`src/rtl/apply_iteration_controller.sv`:
```
// Apply-stage iteration sequencer: launches an iteration, waits for every core
// to report its iteration end, lets late vertex updates drain in, then either
// finishes the run (converged or iteration limit) or flushes the per-core
// pipelines and launches the next iteration.
module apply_iteration_controller #(
    parameter int CORE_NUM        = 32,
    parameter int ITERATION_WIDTH = 8,
    parameter int MAX_ITERATION   = 255,
    parameter int DRAIN_CYCLES    = 4,
    parameter int FLUSH_CYCLES    = 2
) (
    input  logic                       clk,
    input  logic                       rst,
    input  logic                       start,
    input  logic [CORE_NUM-1:0]        front_active_v_updated,
    input  logic [CORE_NUM-1:0]        front_active_v_valid,
    input  logic [CORE_NUM-1:0]        front_iteration_end,
    input  logic [CORE_NUM-1:0]        front_iteration_end_valid,
    output logic [CORE_NUM-1:0]        core_rst,
    output logic                       iteration_start,
    output logic [ITERATION_WIDTH-1:0] iteration_id,
    output logic                       busy,
    output logic                       done,
    output logic                       converged,
    output logic [ITERATION_WIDTH-1:0] total_iterations
);

    localparam int DRAIN_W = (DRAIN_CYCLES > 1) ? $clog2(DRAIN_CYCLES) : 1;
    localparam int FLUSH_W = (FLUSH_CYCLES > 1) ? $clog2(FLUSH_CYCLES) : 1;

    localparam logic [DRAIN_W-1:0]         DRAIN_LOAD = DRAIN_W'(DRAIN_CYCLES - 1);
    localparam logic [FLUSH_W-1:0]         FLUSH_LOAD = FLUSH_W'(FLUSH_CYCLES - 1);
    localparam logic [ITERATION_WIDTH-1:0] LAST_ID    = ITERATION_WIDTH'(MAX_ITERATION - 1);

    typedef enum logic [2:0] {
        ST_IDLE,
        ST_LAUNCH,
        ST_RUN,
        ST_DRAIN,
        ST_FLUSH,
        ST_DONE
    } state_t;

    state_t                     state_q, state_d;
    logic [CORE_NUM-1:0]        end_mask_q, end_mask_d;
    logic                       updated_flag_q, updated_flag_d;
    logic [DRAIN_W-1:0]         drain_cnt_q, drain_cnt_d;
    logic [FLUSH_W-1:0]         flush_cnt_q, flush_cnt_d;
    logic [ITERATION_WIDTH-1:0] iteration_id_q, iteration_id_d;
    logic [ITERATION_WIDTH-1:0] total_iterations_q, total_iterations_d;
    logic                       converged_q, converged_d;
    logic                       done_q, done_d;
    logic                       busy_q, busy_d;
    logic                       iteration_start_q, iteration_start_d;
    logic [CORE_NUM-1:0]        core_rst_q, core_rst_d;

    logic [CORE_NUM-1:0]        new_ends;
    logic                       updated_now;
    logic                       ends_complete;
    logic                       start_accept;
    logic                       drain_expired;
    logic                       flush_expired;
    logic                       at_limit;

    // Qualified per-cycle events and the decision terms shared by the FSM and datapath
    assign new_ends      = front_iteration_end & front_iteration_end_valid;
    assign updated_now   = updated_flag_q | (|(front_active_v_updated & front_active_v_valid));
    assign ends_complete = &(end_mask_q | new_ends);
    assign start_accept  = start && ((state_q == ST_IDLE) || (state_q == ST_DONE));
    assign drain_expired = (state_q == ST_DRAIN) && (drain_cnt_q == '0);
    assign flush_expired = (state_q == ST_FLUSH) && (flush_cnt_q == '0);
    assign at_limit      = (iteration_id_q == LAST_ID);

    // State register
    always_ff @(posedge clk) begin
        if (rst) begin
            state_q <= ST_IDLE;
        end else begin
            state_q <= state_d;
        end
    end

    // Next-state sequencing through launch, run, drain, flush and done
    always_comb begin
        state_d = state_q;
        unique case (state_q)
            ST_IDLE: begin
                if (start) begin
                    state_d = ST_LAUNCH;
                end
            end
            ST_LAUNCH: begin
                state_d = ST_RUN;
            end
            ST_RUN: begin
                if (ends_complete) begin
                    state_d = ST_DRAIN;
                end
            end
            ST_DRAIN: begin
                if (drain_expired) begin
                    if (!updated_now || at_limit) begin
                        state_d = ST_DONE;
                    end else begin
                        state_d = ST_FLUSH;
                    end
                end
            end
            ST_FLUSH: begin
                if (flush_expired) begin
                    state_d = ST_LAUNCH;
                end
            end
            ST_DONE: begin
                if (start) begin
                    state_d = ST_LAUNCH;
                end
            end
            default: begin
                state_d = ST_IDLE;
            end
        endcase
    end

    // Per-iteration accumulation of core ends and vertex-updated results
    always_comb begin
        end_mask_d     = end_mask_q;
        updated_flag_d = updated_flag_q;
        unique case (state_q)
            ST_LAUNCH: begin
                end_mask_d     = '0;
                updated_flag_d = 1'b0;
            end
            ST_RUN: begin
                end_mask_d     = end_mask_q | new_ends;
                updated_flag_d = updated_now;
            end
            ST_DRAIN: begin
                updated_flag_d = updated_now;
            end
            default: begin
                end_mask_d     = end_mask_q;
                updated_flag_d = updated_flag_q;
            end
        endcase
    end

    // Drain and flush down-counters, loaded on entry and decremented to zero
    always_comb begin
        drain_cnt_d = drain_cnt_q;
        flush_cnt_d = flush_cnt_q;
        if ((state_q == ST_RUN) && ends_complete) begin
            drain_cnt_d = DRAIN_LOAD;
        end else if ((state_q == ST_DRAIN) && (drain_cnt_q != '0)) begin
            drain_cnt_d = drain_cnt_q - DRAIN_W'(1);
        end
        if ((state_q == ST_DRAIN) && (state_d == ST_FLUSH)) begin
            flush_cnt_d = FLUSH_LOAD;
        end else if ((state_q == ST_FLUSH) && (flush_cnt_q != '0)) begin
            flush_cnt_d = flush_cnt_q - FLUSH_W'(1);
        end
    end

    // Iteration index and run result; results latch on the way into DONE
    always_comb begin
        iteration_id_d     = iteration_id_q;
        total_iterations_d = total_iterations_q;
        converged_d        = converged_q;
        if (start_accept) begin
            iteration_id_d = '0;
            converged_d    = 1'b0;
        end else if ((state_q == ST_FLUSH) && (state_d == ST_LAUNCH)) begin
            iteration_id_d = iteration_id_q + ITERATION_WIDTH'(1);
        end
        if ((state_q == ST_DRAIN) && (state_d == ST_DONE)) begin
            total_iterations_d = iteration_id_q + ITERATION_WIDTH'(1);
            converged_d        = !updated_now;
        end
    end

    // Output decode from the next state so every output is a plain register
    always_comb begin
        core_rst_d        = '1;
        iteration_start_d = 1'b0;
        busy_d            = 1'b0;
        done_d            = 1'b0;
        unique case (state_d)
            ST_LAUNCH: begin
                core_rst_d        = '0;
                iteration_start_d = 1'b1;
                busy_d            = 1'b1;
            end
            ST_RUN, ST_DRAIN: begin
                core_rst_d = '0;
                busy_d     = 1'b1;
            end
            ST_FLUSH: begin
                busy_d = 1'b1;
            end
            ST_DONE: begin
                done_d = 1'b1;
            end
            default: begin
                core_rst_d = '1;
            end
        endcase
    end

    // Datapath and output registers; reset discards any partial run
    always_ff @(posedge clk) begin
        if (rst) begin
            end_mask_q         <= '0;
            updated_flag_q     <= 1'b0;
            drain_cnt_q        <= '0;
            flush_cnt_q        <= '0;
            iteration_id_q     <= '0;
            total_iterations_q <= '0;
            converged_q        <= 1'b0;
            done_q             <= 1'b0;
            busy_q             <= 1'b0;
            iteration_start_q  <= 1'b0;
            core_rst_q         <= '1;
        end else begin
            end_mask_q         <= end_mask_d;
            updated_flag_q     <= updated_flag_d;
            drain_cnt_q        <= drain_cnt_d;
            flush_cnt_q        <= flush_cnt_d;
            iteration_id_q     <= iteration_id_d;
            total_iterations_q <= total_iterations_d;
            converged_q        <= converged_d;
            done_q             <= done_d;
            busy_q             <= busy_d;
            iteration_start_q  <= iteration_start_d;
            core_rst_q         <= core_rst_d;
        end
    end

    assign core_rst         = core_rst_q;
    assign iteration_start  = iteration_start_q;
    assign iteration_id     = iteration_id_q;
    assign busy             = busy_q;
    assign done             = done_q;
    assign converged        = converged_q;
    assign total_iterations = total_iterations_q;

endmodule

```
`config.mk`:
```
export PLATFORM = sky130hd
export DESIGN_NAME = apply_iteration_controller
export DESIGN_NICKNAME = d
export VERILOG_FILES = /design/src/rtl/apply_iteration_controller.sv
export SDC_FILE = /design/constraint.sdc
export NUM_CORES = 1
export LEC_CHECK = 0
export ABC_AREA = 1
export CAP_MARGIN = 20
export CORE_UTILIZATION = 35
export CTS_CLUSTER_SIZE = 10
export DETAILED_ROUTE_END_ITERATION = 7
export HOLD_SLACK_MARGIN = 0.15
export PLACE_DENSITY = 0.73
export SETUP_SLACK_MARGIN = 0.4
export SLEW_MARGIN = 20
export SYNTH_ARGS = -nofsm -noshare
export SYNTH_HDL_FRONTEND = slang
export SYNTH_SLANG_ARGS = --single-unit
```
`constraint.sdc`:
```
create_clock -name clk -period 1.85 [get_ports clk]
set_clock_uncertainty 0.05 [all_clocks]
set_input_delay 0.4625 -clock clk [delete_from_list [all_inputs] [get_ports clk]]
set_output_delay 0.4625 -clock clk [all_outputs]
set_load 0.02 [all_outputs]
```
Yosys cells after proc, flatten, opt, wreduce, memory -nomap -nowiden. Index checks and enable logic that the tools add are counted. Widths: inputs -> output; s select.

Register bits after elaboration: 91. Input bits: 131. Output and inout bits: 52.

Add/subtract/negate cells: 3. Eq/ne operators: 11. Mux-type cells: 18. Bitwise logic cells: 5. Reduce and logical (&&, ||, !) cells: 27.

Operator list (count): $and 32x32->32 (2); $pmux 32 s2 (1); $mux 32 (1); $or 32x32->32 (1); $reduce_and 32->1 (1); $reduce_or 32->1 (1); $pmux 3 s5 (1); $eq 3x2->1 const B (4); $eq 3x3->1 const B (4); $mux 3 (4); $reduce_bool 2->1 (6); $logic_and 1x1->1 (9); $add 8x1->8 const B (1); $eq 8x8->1 const B (1); $mux 1 (8); $eq 3x1->1 const B (2); $reduce_or 2->1 (3); $mux 2 (2); $reduce_or 4->1 (1); $logic_not 3->1 (1); $reduce_or 3->1 (1); $logic_not 2->1 (1); $logic_or 1x1->1 (2); $pmux 1 s2 (1); 5 further kinds (5).

Depth between registers and ports, before layout.
Depth in word-level cells: 11. Mapped depth: 14.

Worst setup path after synthesis. Ideal clock, no wire load.

Kind: register to output. From: register, netlist name core_rst[30]. To: output core_rst[10]. Data arrival time: 1172 ps. Data required time: 1337 ps. Slack: 165 ps. Cell stages (with the launch flop): 2. Buffers on the path: 1. Path through: dfxtp_1 buf_4.

RTL lines: to (decl) (RTL line 19) `output logic [CORE_NUM-1:0] core_rst,`.

Final worst setup path.
From: register end_mask_q[8]. To: register total_iterations_q[0] (netlist: total_iterations[0]).

Cells in the longest elaborated chain, start to end: 6.

Ends and longest elaborated chain: from (decl) (RTL line 45) `logic [CORE_NUM-1:0] end_mask_q, end_mask_d;`; from (signal assigned) (RTL line 224) `end_mask_q <= end_mask_d;`; $or 32x32->32 (RTL line 68) `assign ends_complete = &(end_mask_q | new_ends);`; $reduce_and 32->1 (RTL line 68); $mux 3 (RTL line 96) `if (ends_complete) begin`; $pmux 3 s5 (RTL line 86) `unique case (state_q)`; $eq 3x3->1 (RTL line 175) `if ((state_q == ST_DRAIN) && (state_d == ST_DONE)) begin`; $logic_and 1x1->1 (RTL line 175); to (signal assigned) (RTL line 229) `total_iterations_q <= total_iterations_d;`; to (decl) (RTL line 50) `logic [ITERATION_WIDTH-1:0] total_iterations_q, total_iterations_d;`.

Every way passes these cells. A chain may end at the register's enable or synchronous reset.

==> flow_summary.ini <==
[worst_setup_path]
worstPathArrival_ns = 2.12
crit_top_cell = nand2_1
cp_slowest_cell = dfxtp_1
endpoint_kind = register
path_class = reg -> reg
start_kind = register
path_buf_inv = 2
critPathTopFamily = simple AND/OR/NAND/NOR gates
cp_max_fo = 6
crit_chain = inv_1 -> nand2_1 -> nand2_1 -> nor2_1 -> nand2_1 -> nor2_2 -> nand3_2 -> nand2_2 -> inv_4 -> nand2_4 -> nand4_1 -> nand2_1 -> nor2_2
slowest_delay_ns = 0.35
worstPathRequired_ns = 2.04

[clock_network]
clock_tree.root_cell = clkbuf_8
h-tree-depth = 3
clk_path_buf_depth = 2
ctsHoldBuffers = 0
cts_made_buffers = 9
clk_pin_slew_ns = 0.07
cts_sinks = 60
clk_latency_ns = 0.35
cts_tree = built

[floorplan]
core.rowCount = 35
start_util = 0.365
io_pins = 183
die_w_um = 101
core_area_um2 = 9370
fp.dieArea_um2 = 10200
die_h_um = 101

[synthesis]
syn_inst = 536
synth.area.top_cells = dfxtp_1, nand2_1, a21oi_1
ys_seq_elements = 60
synth_cell_types = 29
synth_edf_count = 0
netlist_top_cells_count = nand2_1, dfxtp_1, inv_1
synth_top_area_share = 0.351
yosysWarningCount = 0
syn_avg_cell_area_um2 = 6.38
async_flop_share = 0
synth-seq-area-share = 0.351
yosysMostFrequentCell = nand2_1
synth_ff_type = dfxtp_1
yosysTopAreaCell = dfxtp_1
syn_nets = 670
netlist_area_um2 = 3420

[timing]
setup_viol = 1
rsz0062_at_grt = true
worst_pin_slew_ns = 0.511
slew_headroom = 0.658
final.setup.worst_slack_ns = -0.0828
period_needed_ns = 1.93
fmax_mhz = 517
hold-worst-slack_ns = 0.412
slew_violations = 0
fin_crit_sh = 1.04
fin_setup_tns_ns = -0.0828
finalHoldViolations = 0

[layout]
final_area_um2 = 7040
nNetsFinal = 960
layout-drive-gt1-share = 0.437
nFillCells = 616
register_area_um2 = 1240
multiInputGateArea_um2 = 2010
synthToLayoutAreaGrowth_pct = 106

[grt]
grt_max_degree = 33
gr-usage-all-layers = 0.269
first_global_vias = 4571
grt_pass1_wl_um = 21100
grt-ovfl-total = 0
grt_antenna_before_repair = 4

[power_and_ir_drop]
sequentialPowerShare = 0.290
peakVddDrop_mv = 0.476
p_clk_frac = 0.278
power.density_nw_per_um2 = 688
intPower_w = 0.00323
power_leakage_nw = 3.38
total_power_w = 0.00484
switching_power_w = 0.00161
swShare = 0.333
power_frac_comb = 0.432

[place]
post_dp_cell_area_um2 = 5320
gp_congestion = 0.875
dpl.hpwl_um = 8090
pre_cts_ws_ns = -0.487
port_buffers = 182

[detailed_routing]
wl_um = 17700
wl_per_cell_um = 18.4
vias_per_cell = 5.22
antenna_left = 0
drc_errors = 0
drt_iter0_drc = 391
firstDrtPassIters = 5
vias = 5031

[job]
max_cap_viol_count = 0

[run_status]
outcome = finished, violations left
violations = setup timing

[min_path]
hp-class = reg -> reg
==> cells in the final DEF (no fill, tap or decap), types with 6 or more instances in the layout <==
cell type and n:
nand2_2 39, dfxtp_1 40, buf_2 24, dfxtp_2 16
buf_8 23, a21oi_1 30, nand2_4 12, clkbuf_16 6
nand4_1 14, clkbuf_8 10, nand2_1 162, inv_1 53
buf_4 80, inv_2 12, dlygate4sd2_1 85, o21ai_0 10
a21oi_2 18, buf_6 60, nor2_1 21, clkdlybuf4s15_1 35
nor2_2 18
==> tightest hold or removal path: cells and delay by family (launching register included) <==
family             cells  cell delay [ns]
DFF                    1             0.31
AOI/OAI and AO/OA      1             0.05
and+or+nand+nor        1             0.06
==> through the flow <==
stage	util	std cells
6_report	0.751	964
3_5_place_dp	0.567	822
4_1_cts	0.682	939
3_3_place_gp	0.567	822
2_1_floorplan	-	536
5_1_grt	0.751	964
==> power groups by stage <==
stage          registers, W  clock network (W)  logic, W
4_1_cts             0.00139            0.00132   0.00150
3_3_place_gp        0.00141                  0   0.00126
3_5_place_dp        0.00141                  0   0.00129
2_1_floorplan       0.00145                  0  0.000732
6_report            0.00140            0.00135   0.00209
5_1_grt             0.00141            0.00139   0.00217
==> cell type report <==
| type | count | area share |
|---|---|---|
| Multi-Input combinational cell | 361 | 0.286 |
| Clock buffer | 11 | 0.0201 |
| Antenna cell | 4 | 0.00142 |
| Sequential cell | 60 | 0.176 |
| Clock inverter | 5 | 0.0107 |
| Inverter | 71 | 0.0403 |
| Tap cell | 129 | 0.0229 |
| Timing Repair Buffer | 323 | 0.443 |
==> repair_timing <==
action / in CTS / in global routing
gates resized for setup: 524 / 130
pin swaps: 163 / 23
setup endpoints to repair: 110 / 92
setup buffers: 98 / 12
cloned: 3 / 9
==> state kept, by name (all words and copies together), names as in the netlist, 2 cells and up <==
name,flops
total_iterations,8
drain_cnt_q,2
state_q,3
iteration_id,8
end_mask_q,32
==> cells by family after synthesis <==
family          count (synthesis)  share of synthesized area
simple gates                  287                      0.360
buf+inv                       117                      0.167
compound gates                 62                     0.0926
flops                          60                      0.351
xor+xnor                        7                     0.0179
fa+ha+maj                       3                     0.0110
==> path summary, 6_finish.rpt <==
path / startpoint / cells after the start / slack, ns / end
setup / recovery: end_mask_q[8] / 13 / -0.08 / total_iterations[0]
hold reg to reg: end_mask_q[30] / 2 / 0.41 / end_mask_q[30]
hold / removal: end_mask_q[30] / 2 / 0.41 / end_mask_q[30]
setup reg to reg: end_mask_q[8] / 13 / -0.08 / total_iterations[0]
==> metal layers <==
layer | global-route usage | wire [um] | up-vias | share of wire
li1 | - | - | 2210 | -
met1 | 0.251 | 5760 | 2301 | 0.32
met2 | 0.530 | 9160 | 377 | 0.52
met3 | 0.0534 | 1470 | 143 | 0.083
met4 | 0.169 | 1360 | 0 | 0.077
met5 | 0 | 0 | - | 0
Power figures use the tool's default switching activity.
